===== src/rtl/calc_ctrl_fsm_pkg.sv =====
// Shared types and constants for the calculator sequencer: state encoding,
// push-button bit positions, ALU opcodes and a one-hot to index helper.
package calc_ctrl_fsm_pkg;

   typedef enum logic [2:0] {
      ST_IDLE  = 3'd0,
      ST_WRITE = 3'd1,
      ST_RD_A  = 3'd2,
      ST_RD_B  = 3'd3,
      ST_OPSEL = 3'd4,
      ST_EXEC  = 3'd5,
      ST_SHOW  = 3'd6,
      ST_ERR   = 3'd7
   } state_t;

   localparam int PB_W      = 10;
   localparam int PB_SHIFT0 = 0;
   localparam int PB_SHIFT1 = 1;
   localparam int PB_WRITE  = 2;
   localparam int PB_READ   = 3;
   localparam int PB_ADD    = 4;
   localparam int PB_SUB    = 5;
   localparam int PB_REG0   = 6;

   localparam logic [1:0] OP_ADD = 2'b00;
   localparam logic [1:0] OP_SUB = 2'b01;

   function automatic logic [1:0] reg_index(input logic [3:0] sel);
      logic [1:0] idx;
      idx = '0;
      for (int i = 0; i < 4; i++) begin
         if (sel[i]) idx = 2'(i);
      end
      return idx;
   endfunction

endpackage


===== src/rtl/calc_ctrl_fsm_if.sv =====
// Button, register-file, ALU and display signals of the calculator sequencer.
// master = sequencer side, slave = environment (buttons, reg file, ALU, display).
interface calc_ctrl_fsm_if #(parameter int DATA_W = 8);

   logic [calc_ctrl_fsm_pkg::PB_W-1:0] pb_strobe;
   logic              rf_we;
   logic [1:0]        rf_waddr;
   logic [DATA_W-1:0] rf_wdata;
   logic [1:0]        rf_raddr_a;
   logic [1:0]        rf_raddr_b;
   logic              alu_start;
   logic [1:0]        alu_op;
   logic              alu_done;
   logic [DATA_W-1:0] alu_result;
   logic              alu_carry;
   logic              alu_neg;
   logic [DATA_W-1:0] disp_val;
   logic              red;
   logic              blue;
   logic              busy;

   modport master (
      input  pb_strobe, alu_done, alu_result, alu_carry, alu_neg,
      output rf_we, rf_waddr, rf_wdata, rf_raddr_a, rf_raddr_b,
             alu_start, alu_op, disp_val, red, blue, busy
   );

   modport slave (
      output pb_strobe, alu_done, alu_result, alu_carry, alu_neg,
      input  rf_we, rf_waddr, rf_wdata, rf_raddr_a, rf_raddr_b,
             alu_start, alu_op, disp_val, red, blue, busy
   );

endinterface


===== src/rtl/calc_ctrl_fsm_timeout_ctr.sv =====
// ALU watchdog: down-counter reloaded while cleared, expired flags the
// TIMEOUT-th enabled cycle after the last clear.
module calc_ctrl_fsm_timeout_ctr #(
   parameter int TIMEOUT = 16
) (
   input  logic clk,
   input  logic nrst,
   input  logic clear,
   input  logic enable,
   output logic expired
);

   localparam int CW = $clog2(TIMEOUT + 1);

   logic [CW-1:0] cnt_q;

   always_ff @(posedge clk or negedge nrst) begin
      if (!nrst) begin
         cnt_q <= CW'(TIMEOUT - 1);
      end else if (clear) begin
         cnt_q <= CW'(TIMEOUT - 1);
      end else if (enable && (cnt_q != '0)) begin
         cnt_q <= cnt_q - CW'(1);
      end
   end

   assign expired = enable && (cnt_q == '0);

endmodule


===== src/rtl/calc_ctrl_fsm.sv =====
// Calculator sequencer: digit entry, register writes, operand select and ALU
// launch with timeout; all outputs registered.
//  state | meaning
//  IDLE  | after reset, waiting for write or read mode
//  WRITE | shifting digits into entry, pb[6+i] stores entry to R[i]
//  RD_A  | waiting for operand A register select
//  RD_B  | waiting for operand B register select
//  OPSEL | waiting for ADD/SUB
//  EXEC  | ALU running, strobes ignored, watchdog armed
//  SHOW  | displaying ALU result
//  ERR   | ALU timed out, red held
module calc_ctrl_fsm
   import calc_ctrl_fsm_pkg::*;
#(
   parameter int DATA_W      = 8,
   parameter int NUM_REGS    = 4,
   parameter int MAX_DISP    = 99,
   parameter int ALU_TIMEOUT = 16
) (
   input  logic            clk,
   input  logic            nrst,
   calc_ctrl_fsm_if.master bus
);

   state_t            state_q, state_d;
   logic [DATA_W-1:0] entry_q, entry_d;
   logic [DATA_W-1:0] disp_q, disp_d;
   logic              we_q, we_d;
   logic [1:0]        waddr_q, waddr_d;
   logic [DATA_W-1:0] wdata_q, wdata_d;
   logic [1:0]        ra_q, ra_d;
   logic [1:0]        rb_q, rb_d;
   logic              start_q, start_d;
   logic [1:0]        op_q, op_d;
   logic              red_q, red_d;
   logic              blue_q, blue_d;

   logic [PB_W-1:0]   pb;
   logic [3:0]        reg_sel;
   logic              reg_hit;
   logic [1:0]        reg_idx;
   logic [DATA_W-1:0] entry_shift;
   logic              expired;

   // Multi-button cycles are dropped as if nothing was pressed.
   assign pb          = $onehot(bus.pb_strobe) ? bus.pb_strobe : '0;
   assign reg_sel     = 4'(pb[PB_REG0 +: NUM_REGS]);
   assign reg_hit     = |reg_sel;
   assign reg_idx     = reg_index(reg_sel);
   assign entry_shift = {entry_q[DATA_W-2:0], pb[PB_SHIFT1]};

   calc_ctrl_fsm_timeout_ctr #(.TIMEOUT(ALU_TIMEOUT)) u_timeout (
      .clk     (clk),
      .nrst    (nrst),
      .clear   (state_q != ST_EXEC),
      .enable  (state_q == ST_EXEC),
      .expired (expired)
   );

   always_ff @(posedge clk or negedge nrst) begin
      if (!nrst) begin
         state_q <= ST_IDLE;
         entry_q <= '0;
         disp_q  <= '0;
         we_q    <= 1'b0;
         waddr_q <= '0;
         wdata_q <= '0;
         ra_q    <= '0;
         rb_q    <= '0;
         start_q <= 1'b0;
         op_q    <= OP_ADD;
         red_q   <= 1'b0;
         blue_q  <= 1'b0;
      end else begin
         state_q <= state_d;
         entry_q <= entry_d;
         disp_q  <= disp_d;
         we_q    <= we_d;
         waddr_q <= waddr_d;
         wdata_q <= wdata_d;
         ra_q    <= ra_d;
         rb_q    <= rb_d;
         start_q <= start_d;
         op_q    <= op_d;
         red_q   <= red_d;
         blue_q  <= blue_d;
      end
   end

   always_comb begin
      state_d = state_q;
      entry_d = entry_q;
      disp_d  = disp_q;
      we_d    = 1'b0;
      waddr_d = waddr_q;
      wdata_d = wdata_q;
      ra_d    = ra_q;
      rb_d    = rb_q;
      start_d = 1'b0;
      op_d    = op_q;
      red_d   = red_q;
      blue_d  = blue_q;

      // Any mode change wipes entry, display and status together.
      if (pb[PB_WRITE] && (state_q != ST_EXEC)) begin
         state_d = ST_WRITE;
         entry_d = '0;
         disp_d  = '0;
         red_d   = 1'b0;
         blue_d  = 1'b0;
      end else if (pb[PB_READ] && (state_q inside {ST_IDLE, ST_WRITE, ST_SHOW, ST_ERR})) begin
         state_d = ST_RD_A;
         entry_d = '0;
         disp_d  = '0;
         red_d   = 1'b0;
         blue_d  = 1'b0;
      end else begin
         unique case (state_q)
            ST_WRITE: begin
               if (pb[PB_SHIFT0] || pb[PB_SHIFT1]) begin
                  entry_d = entry_shift;
                  disp_d  = entry_shift;
                  red_d   = entry_shift > DATA_W'(MAX_DISP);
               end else if (reg_hit && (entry_q <= DATA_W'(MAX_DISP))) begin
                  we_d    = 1'b1;
                  waddr_d = reg_idx;
                  wdata_d = entry_q;
                  entry_d = '0;
                  disp_d  = '0;
                  red_d   = 1'b0;
               end
            end
            ST_RD_A: begin
               if (reg_hit) begin
                  ra_d    = reg_idx;
                  state_d = ST_RD_B;
               end
            end
            ST_RD_B: begin
               if (reg_hit) begin
                  rb_d    = reg_idx;
                  state_d = ST_OPSEL;
               end
            end
            ST_OPSEL: begin
               if (pb[PB_ADD] || pb[PB_SUB]) begin
                  op_d    = pb[PB_SUB] ? OP_SUB : OP_ADD;
                  start_d = 1'b1;
                  state_d = ST_EXEC;
               end
            end
            ST_EXEC: begin
               if (bus.alu_done) begin
                  disp_d  = bus.alu_result;
                  blue_d  = bus.alu_neg;
                  red_d   = bus.alu_carry | (bus.alu_result > DATA_W'(MAX_DISP));
                  state_d = ST_SHOW;
               end else if (expired) begin
                  red_d   = 1'b1;
                  disp_d  = '0;
                  state_d = ST_ERR;
               end
            end
            default: ;
         endcase
      end
   end

   assign bus.rf_we      = we_q;
   assign bus.rf_waddr   = waddr_q;
   assign bus.rf_wdata   = wdata_q;
   assign bus.rf_raddr_a = ra_q;
   assign bus.rf_raddr_b = rb_q;
   assign bus.alu_start  = start_q;
   assign bus.alu_op     = op_q;
   assign bus.disp_val   = disp_q;
   assign bus.red        = red_q;
   assign bus.blue       = blue_q;
   assign bus.busy       = (state_q == ST_EXEC);

endmodule


===== src/flat_wrapper.sv =====
// flat-port wrapper written by rule: the top's interface ports become plain ports
module calc_ctrl_fsm_flat import calc_ctrl_fsm_pkg::*;
#(
   parameter int DATA_W      = 8,
   parameter int NUM_REGS    = 4,
   parameter int MAX_DISP    = 99,
   parameter int ALU_TIMEOUT = 16
)
  (clk, nrst, bus_pb_strobe, bus_alu_done, bus_alu_result, bus_alu_carry, bus_alu_neg, bus_rf_we, bus_rf_waddr, bus_rf_wdata, bus_rf_raddr_a, bus_rf_raddr_b, bus_alu_start, bus_alu_op, bus_disp_val, bus_red, bus_blue, bus_busy);
  calc_ctrl_fsm_if #(.DATA_W(DATA_W)) bus_i ();
  input  logic clk;
  input  logic nrst;
  input wire logic [$bits(bus_i.pb_strobe)-1:0] bus_pb_strobe;
  input wire logic [$bits(bus_i.alu_done)-1:0] bus_alu_done;
  input wire logic [$bits(bus_i.alu_result)-1:0] bus_alu_result;
  input wire logic [$bits(bus_i.alu_carry)-1:0] bus_alu_carry;
  input wire logic [$bits(bus_i.alu_neg)-1:0] bus_alu_neg;
  output wire logic [$bits(bus_i.rf_we)-1:0] bus_rf_we;
  output wire logic [$bits(bus_i.rf_waddr)-1:0] bus_rf_waddr;
  output wire logic [$bits(bus_i.rf_wdata)-1:0] bus_rf_wdata;
  output wire logic [$bits(bus_i.rf_raddr_a)-1:0] bus_rf_raddr_a;
  output wire logic [$bits(bus_i.rf_raddr_b)-1:0] bus_rf_raddr_b;
  output wire logic [$bits(bus_i.alu_start)-1:0] bus_alu_start;
  output wire logic [$bits(bus_i.alu_op)-1:0] bus_alu_op;
  output wire logic [$bits(bus_i.disp_val)-1:0] bus_disp_val;
  output wire logic [$bits(bus_i.red)-1:0] bus_red;
  output wire logic [$bits(bus_i.blue)-1:0] bus_blue;
  output wire logic [$bits(bus_i.busy)-1:0] bus_busy;
  assign bus_i.pb_strobe = bus_pb_strobe;
  assign bus_i.alu_done = bus_alu_done;
  assign bus_i.alu_result = bus_alu_result;
  assign bus_i.alu_carry = bus_alu_carry;
  assign bus_i.alu_neg = bus_alu_neg;
  assign bus_rf_we = bus_i.rf_we;
  assign bus_rf_waddr = bus_i.rf_waddr;
  assign bus_rf_wdata = bus_i.rf_wdata;
  assign bus_rf_raddr_a = bus_i.rf_raddr_a;
  assign bus_rf_raddr_b = bus_i.rf_raddr_b;
  assign bus_alu_start = bus_i.alu_start;
  assign bus_alu_op = bus_i.alu_op;
  assign bus_disp_val = bus_i.disp_val;
  assign bus_red = bus_i.red;
  assign bus_blue = bus_i.blue;
  assign bus_busy = bus_i.busy;
  calc_ctrl_fsm #(.DATA_W(DATA_W), .NUM_REGS(NUM_REGS), .MAX_DISP(MAX_DISP), .ALU_TIMEOUT(ALU_TIMEOUT)) u_core (.clk(clk), .nrst(nrst), .bus(bus_i));
endmodule

===== config.mk =====
export PLATFORM = sky130hd
export DESIGN_NAME = calc_ctrl_fsm_flat
export DESIGN_NICKNAME = d
export VERILOG_FILES = /design/src/rtl/calc_ctrl_fsm_pkg.sv /design/src/rtl/calc_ctrl_fsm_if.sv /design/src/rtl/calc_ctrl_fsm_timeout_ctr.sv /design/src/rtl/calc_ctrl_fsm.sv /design/src/flat_wrapper.sv
export SDC_FILE = /design/constraint.sdc
export NUM_CORES = 1
export LEC_CHECK = 0
export BUFFER_PORTS_ARGS = -buffer_cell sky130_fd_sc_hd__buf_2
export CAP_MARGIN = 5
export CORE_MARGIN = 2
export CORE_UTILIZATION = 51
export CTS_BUF_LIST = sky130_fd_sc_hd__clkbuf_8
export DETAILED_ROUTE_END_ITERATION = 8
export PLACE_DENSITY_LB_ADDON = 0.08
export SYNTH_ARGS = -nofsm -noshare
export SYNTH_HDL_FRONTEND = slang
export SYNTH_HIERARCHICAL = 1
export SYNTH_SLANG_ARGS = --single-unit

===== constraint.sdc =====
create_clock -name clk -period 1.9 [get_ports clk]
set_input_delay 0 -clock clk [delete_from_list [all_inputs] [get_ports clk]]
set_output_delay 0 -clock clk [all_outputs]
set_load 0.05 [all_outputs]

Yosys cells after proc, flatten, opt, wreduce, memory -nomap -nowiden
Index checks and enable logic that the tools add are counted.
Storage, ports and cells
  flip-flop bits (word level): 44
  bits of input ports: 23
  output and inout bits: 29
  word-level logic and storage cells: 116
Cells by class
  add/sub/neg operators: 10
  order comparisons: 3
  equality and inequality tests: 14
  multiplexer cells: 45
  bitwise logic cells: 4
  reductions and logical operators: 27
Operators with widths (number)
  $mux 8: 9
  $mux 1: 21
  $mux 3: 7
  $add 4x4->4: 4
  $gt 8x7->1 const B: 2
  $pmux 8 s2: 1
  $eq 3x3->1 const B: 4
  $ne 4x1->1 const B: 3
  $pmux 3 s4: 1
  $reduce_and 4->1: 3
  $reduce_bool 4->1: 3
  $add 1x1->2: 5
  $mux 10: 1
  $mux 5: 2
  $reduce_and 5->1: 2
  $reduce_bool 3->1: 3
  $le 8x7->1 const B: 1
  $eq 3x2->1 const B: 2
  $reduce_bool 6->1: 1
  $logic_and 1x1->1: 5
  $logic_not 5->1: 1
  $ne 5x2->1 const B: 1
  $ne 5x4->1 const B: 1
  $reduce_bool 5->1: 1
  14 further kinds: 19

Longest topological paths before layout
  word-level depth: 13
  mapped depth: 14
  mapped depth without buffers: 13

Cells and area by module
Netlist, hierarchy kept.
By module, submodules not included
  calc_ctrl_fsm: times used 1, cells each 202, area an instance 2144.6 sq um, sequential area each 950.9 sq um
  calc_ctrl_fsm_timeout_ctr: times used 1, cells each 25, area an instance 276.5 sq um, sequential area each 130.1 sq um

Worst setup path before layout
Ideal clock, no wire load.
  kind: input port to flip-flop
  start point: in bus_pb_strobe[0]
  end point: reg u_core.disp_q[4] (netlist: u_core/bus.disp_val[4])
  library setup time: 125 ps
  data arrival time: 3523 ps
  data required time: 1775 ps
  path slack: -1747 ps
  cell stages on the path: 14
  path buffers: 1
  path through: fa_1 > fa_1 > inv_1 > fa_1 > inv_1 > ha_1 > inv_1 > fa_1 > and4_1 > a21oi_1 > a211oi_1 > clkbuf_1 > a32o_1 > mux2_2
On the way
  cells in the longest elaborated chain, start to end: 11
  elaborated cells between the ends (all ways): 19
  classes of those cells: add/sub: 4; eq/ne: 3; mux: 5; reduce/logical: 7
RTL lines
  from (decl): RTL line flat_wrapper.sv:13  | input wire logic [$bits(bus_i.pb_strobe)-1:0] bus_pb_strobe;
  $add 1x1->2 (not written as such): RTL line calc_ctrl_fsm.sv:46  | assign pb = $onehot(bus.pb_strobe) ? bus.pb_strobe : '0;
  $add 4x4->4 (not written as such) (3 in series): RTL line calc_ctrl_fsm.sv:46
  $eq 4x1->1: RTL line calc_ctrl_fsm.sv:46
  $mux 10 *: RTL line calc_ctrl_fsm.sv:46
  $logic_or 1x1->1: RTL line calc_ctrl_fsm.sv:120  | if (pb[PB_SHIFT0] || pb[PB_SHIFT1]) begin
  $mux 8: RTL line calc_ctrl_fsm.sv:120
  $pmux 8 s2: RTL line calc_ctrl_fsm.sv:118  | unique case (state_q)
  $mux 8: RTL line calc_ctrl_fsm.sv:111  | end else if (pb[PB_READ] && (state_q inside {ST_IDLE, ST_WRITE, ST_SHOW, ST_ERR})) begin
  $mux 8: RTL line calc_ctrl_fsm.sv:105  | if (pb[PB_WRITE] && (state_q != ST_EXEC)) begin
  to (signal assigned): RTL line calc_ctrl_fsm.sv:77  | disp_q <= disp_d;
  to (decl): RTL line calc_ctrl_fsm.sv:27  | logic [DATA_W-1:0] disp_q, disp_d;
Mark *: on every way between the ends. The rest lies on a longest branch, timed or not.
A chain may end at the register's enable or synchronous reset.

Worst setup path in the final report
  start point: in bus_pb_strobe[3]
  end point: reg u_core.waddr_q[0] (netlist: u_core/bus.rf_waddr[0])
On the way
  cells in the longest elaborated chain, start to end: 9
  elaborated cells between the ends (all ways): 18
  classes of those cells: add/sub: 4; eq/ne: 1; mux: 4; bitwise: 3; reduce/logical: 6
RTL lines
  $add 1x1->2 (not written as such): RTL line calc_ctrl_fsm.sv:46
  $add 4x4->4 (not written as such) (3 in series): RTL line calc_ctrl_fsm.sv:46
  $eq 4x1->1: RTL line calc_ctrl_fsm.sv:46
  $mux 10 *: RTL line calc_ctrl_fsm.sv:46
  $reduce_or 4->1 (tied with other cells): RTL line calc_ctrl_fsm.sv:48  | assign reg_hit = |reg_sel;
  $logic_and 1x1->1 (tied with other cells): RTL line calc_ctrl_fsm.sv:124  | end else if (reg_hit && (entry_q <= DATA_W'(MAX_DISP))) begin
  $reduce_and 5->1 (no line) / $mux 2 (equally long branches)
  to (signal assigned): RTL line calc_ctrl_fsm.sv:79  | waddr_q <= waddr_d;
  to (decl): RTL line calc_ctrl_fsm.sv:29  | logic [1:0] waddr_q, waddr_d;
Marked as above.

==> results_dict.tcl <==
set metrics [dict create \
    status "finished, violations left" \
    failed_checks "negative setup slack" \
    clk_latency_ns 0.31 \
    drv_slew 0 \
    cts_tree "yes" \
    max_stage_delay_ns 0.53 \
    synth_edf_count 0 \
    synth_area_per_cell_um2 10.67 \
    tightest_slew_ns 0.5567 \
    layout_common_cells "buf_4 (48), buf_2 (47), dfrtp_1 (39)" \
    irDropWorstVdd_uv 931.1 \
    final_cells 386 \
    postRouteAntennaNets 0 \
    hold_class "in -> reg" \
    die_height_um 72.90 \
    core-area_mm2 0.004661 \
    worst_slack_ns -1.530 \
    synth_nets 259 \
    fin_crit_ns 3.430 \
    finalPower_w 0.004741 \
    worst-setup-path-type "in -> reg" \
    dp_cells 373 \
    hold_start "bus_pb_strobe[5]" \
    hold_viol 0 \
    h-tree-depth 2 \
    yosysSeqAreaShare_pct 44.65 \
    cts_sinks 43 \
    track_usage_pct 24.53 \
    fin_area_mm2 0.003452 \
    yosysUniqueCellTypes 52 \
    antenna_found_initial 0 \
    initialDrtViolationCount 130 \
    gp_congestion 0.8790 \
    synth-main-ff-cell "dfrtp_1" \
    ys_async_sr_fraction_pct 100.0 \
    drive_gt1_share_pct 50.60 \
    period_share_pct 180.5 \
    post-route-drc-count 0 \
    drt-total-wl_um 6096 \
    cts_max_path_buffers 2 \
    crit_path_cell_trace "buf_6, fa_1, fa_1, inv_1, fa_1, inv_1, ha_2, inv_2, fa_2, nor4bb_4, a21oi_2, buf_4, a21oi_4, nand4_1, buf_6, mux2_4" \
    overflow 0 \
    vias 2117 \
    rows 25 \
    required_ns 2.11 \
    avgRoutedWirePerCell_um 15.79 \
    start_kind "input port" \
    pin_count 52 \
    pre_cts_ws_ns -1.898 \
    first_global_vias 2116 \
    area_growth_pct 42.58 \
    grt_pass1_wl_um 9956 \
    cts_made_buffers 5 \
    nNetsFinal 363 \
    postPlaceCellArea_mm2 0.003133 \
    postLayoutCoreUtil_pct 74.07 \
    grt_max_degree 44 \
    initial_utilization_pct 51.95 \
    rsz0062_at_grt "true" \
    powerDensity_mw_per_mm2 1373 \
    yosys_register_bits 43 \
    die_area_mm2 0.005314 \
    crit_arrival_ns 3.64 \
    worstSetupEndpointType "flip-flop" \
    die_w_um 72.90 \
    cp_max_fo 10 \
    synth_area_mm2 0.002421 \
    final_common_cell "buf_4" \
    p_leak_nw 1.770 \
    synth_warnings 6 \
    slew_headroom_pct 62.89 \
    setup.worst_path.start "bus_pb_strobe[3]" \
    max_freq_ghz 0.2915 \
    dr.pass1.iters 4 \
    avgViaCountPerCell 5.484 \
    port_buffers 50 \
    syn_inst 227 \
    clock_skew_ns 0.01193 \
    clk_pin_slew_ns 0.10 \
    cts_root_buf "clkbuf_8" \
    slowest_stage "fa_2" \
    maxCapViolCount 0 \
    dp_hpwl_um 4418 \
    finalSetupViolCount 38 \
    crit_top_cell "fa_1" \
    antennaDiodeCount 0 \
    timing.rr.start "u_core/state_q[1]" \
]
[state kept, by name (all words and copies together) (netlist names)]
name	count
u_core/bus.rf_wdata	8
u_core/bus.rf_we	1
u_core/bus.rf_raddr_b	2
u_core/bus.red	1
u_core/bus.rf_waddr	2
u_core/bus.blue	1
u_core/bus.alu_start	1
u_core/state_q	3
u_core/bus.disp_val	8
u_core/u_timeout/cnt_q	5
u_core/bus.rf_raddr_a	2
u_core/entry_q	8
u_core/bus.alu_op	1
[what timing repair did]
item                                    CTS  global route
setup buffers                             2             1
hold endpoints to repair                 40             0
pin swaps                                15             7
endpoints found under the setup margin   38            39
hold buffers                              2             0
gates resized for setup                  25            15
[through the flow]
stage,hold WS [ns],TNS (ns)
6_report,0.003467,-54.34
5_1_grt,0.01954,-59.87
4_1_cts,0.004059,-54.06
3_5_place_dp,0.1076,-68.48
3_3_place_gp,0.1062,-66.03
2_1_floorplan,-0.2956,-58.14
[metal layers]
metal	vias to the layer above	part of all wire [%]	track usage (%)
li1	1012	-	-
met1	1041	44	33.18
met2	55	51	40.10
met3	9	4.3	4.144
met4	0	1.5	8.436
met5	-	0	0
[worst max-delay path, delay by kind of cell]
kind,cells,cell delay (ns)
adders and majority gates,5,2.17
buffers and inverters,6,0.59
and+or+nand+nor,2,0.32
muxes,1,0.29
AOI/OAI and AO/OA,2,0.26
[layout make-up]
type                    instances  area (µm²)
repair buffers                105       714.4
fillers                       335        1209
clock buffers                   5       68.82
clock inverters                 3       26.28
inverters                      25       97.59
flip-flops and latches         43        1081
well taps                      54       67.56
multi-input cells             151        1396
[cell families after synthesis]
group	synth area share (%)
AO/OA/AOI/OAI	13.13
adder cells (fa/ha/maj)	6.512
buffers and inverters	5.323
flip-flops	44.65
multiplexers	14.73
other	0.1549
AND/OR/NAND/NOR	15.50
[path summary, 6_finish.rpt]
check / to / slack [ns] / depth (start not counted)
hold reg to reg: u_core/bus.rf_wdata[7] / 0.50 / 1
hold / removal: u_core/bus.alu_op[0] / 0.003 / 3
min in group asynchronous: u_core/bus.alu_op[0] / 0.28 / 3
max in group asynchronous: u_core/u_timeout/cnt_q[2] / 1.21 / 3
setup / recovery: u_core/bus.rf_waddr[0] / -1.53 / 16
setup reg to reg: u_core/state_q[2] / -0.14 / 10
[cell usage after synthesis, types with 5 or more instances]
cell type	number	area, µm²
clkbuf_1	6	22.52
mux2i_1	12	120.1
fa_1	6	120.1
a21oi_1	10	50.05
inv_1	25	93.84
nor2_1	15	56.30
a32o_1	6	60.06
nor3_1	5	25.02
nor2b_1	5	31.28
mux2_2	21	236.5
nand2_1	15	56.30
dfrtp_1	39	975.9
[report_power, final]
group          switching [W]  internal [W]
combinational        0.00164       0.00117
sequential          0.000138       0.00116
clock               0.000365      0.000273
No activity file was read; power rests on OpenSTA's default activity.
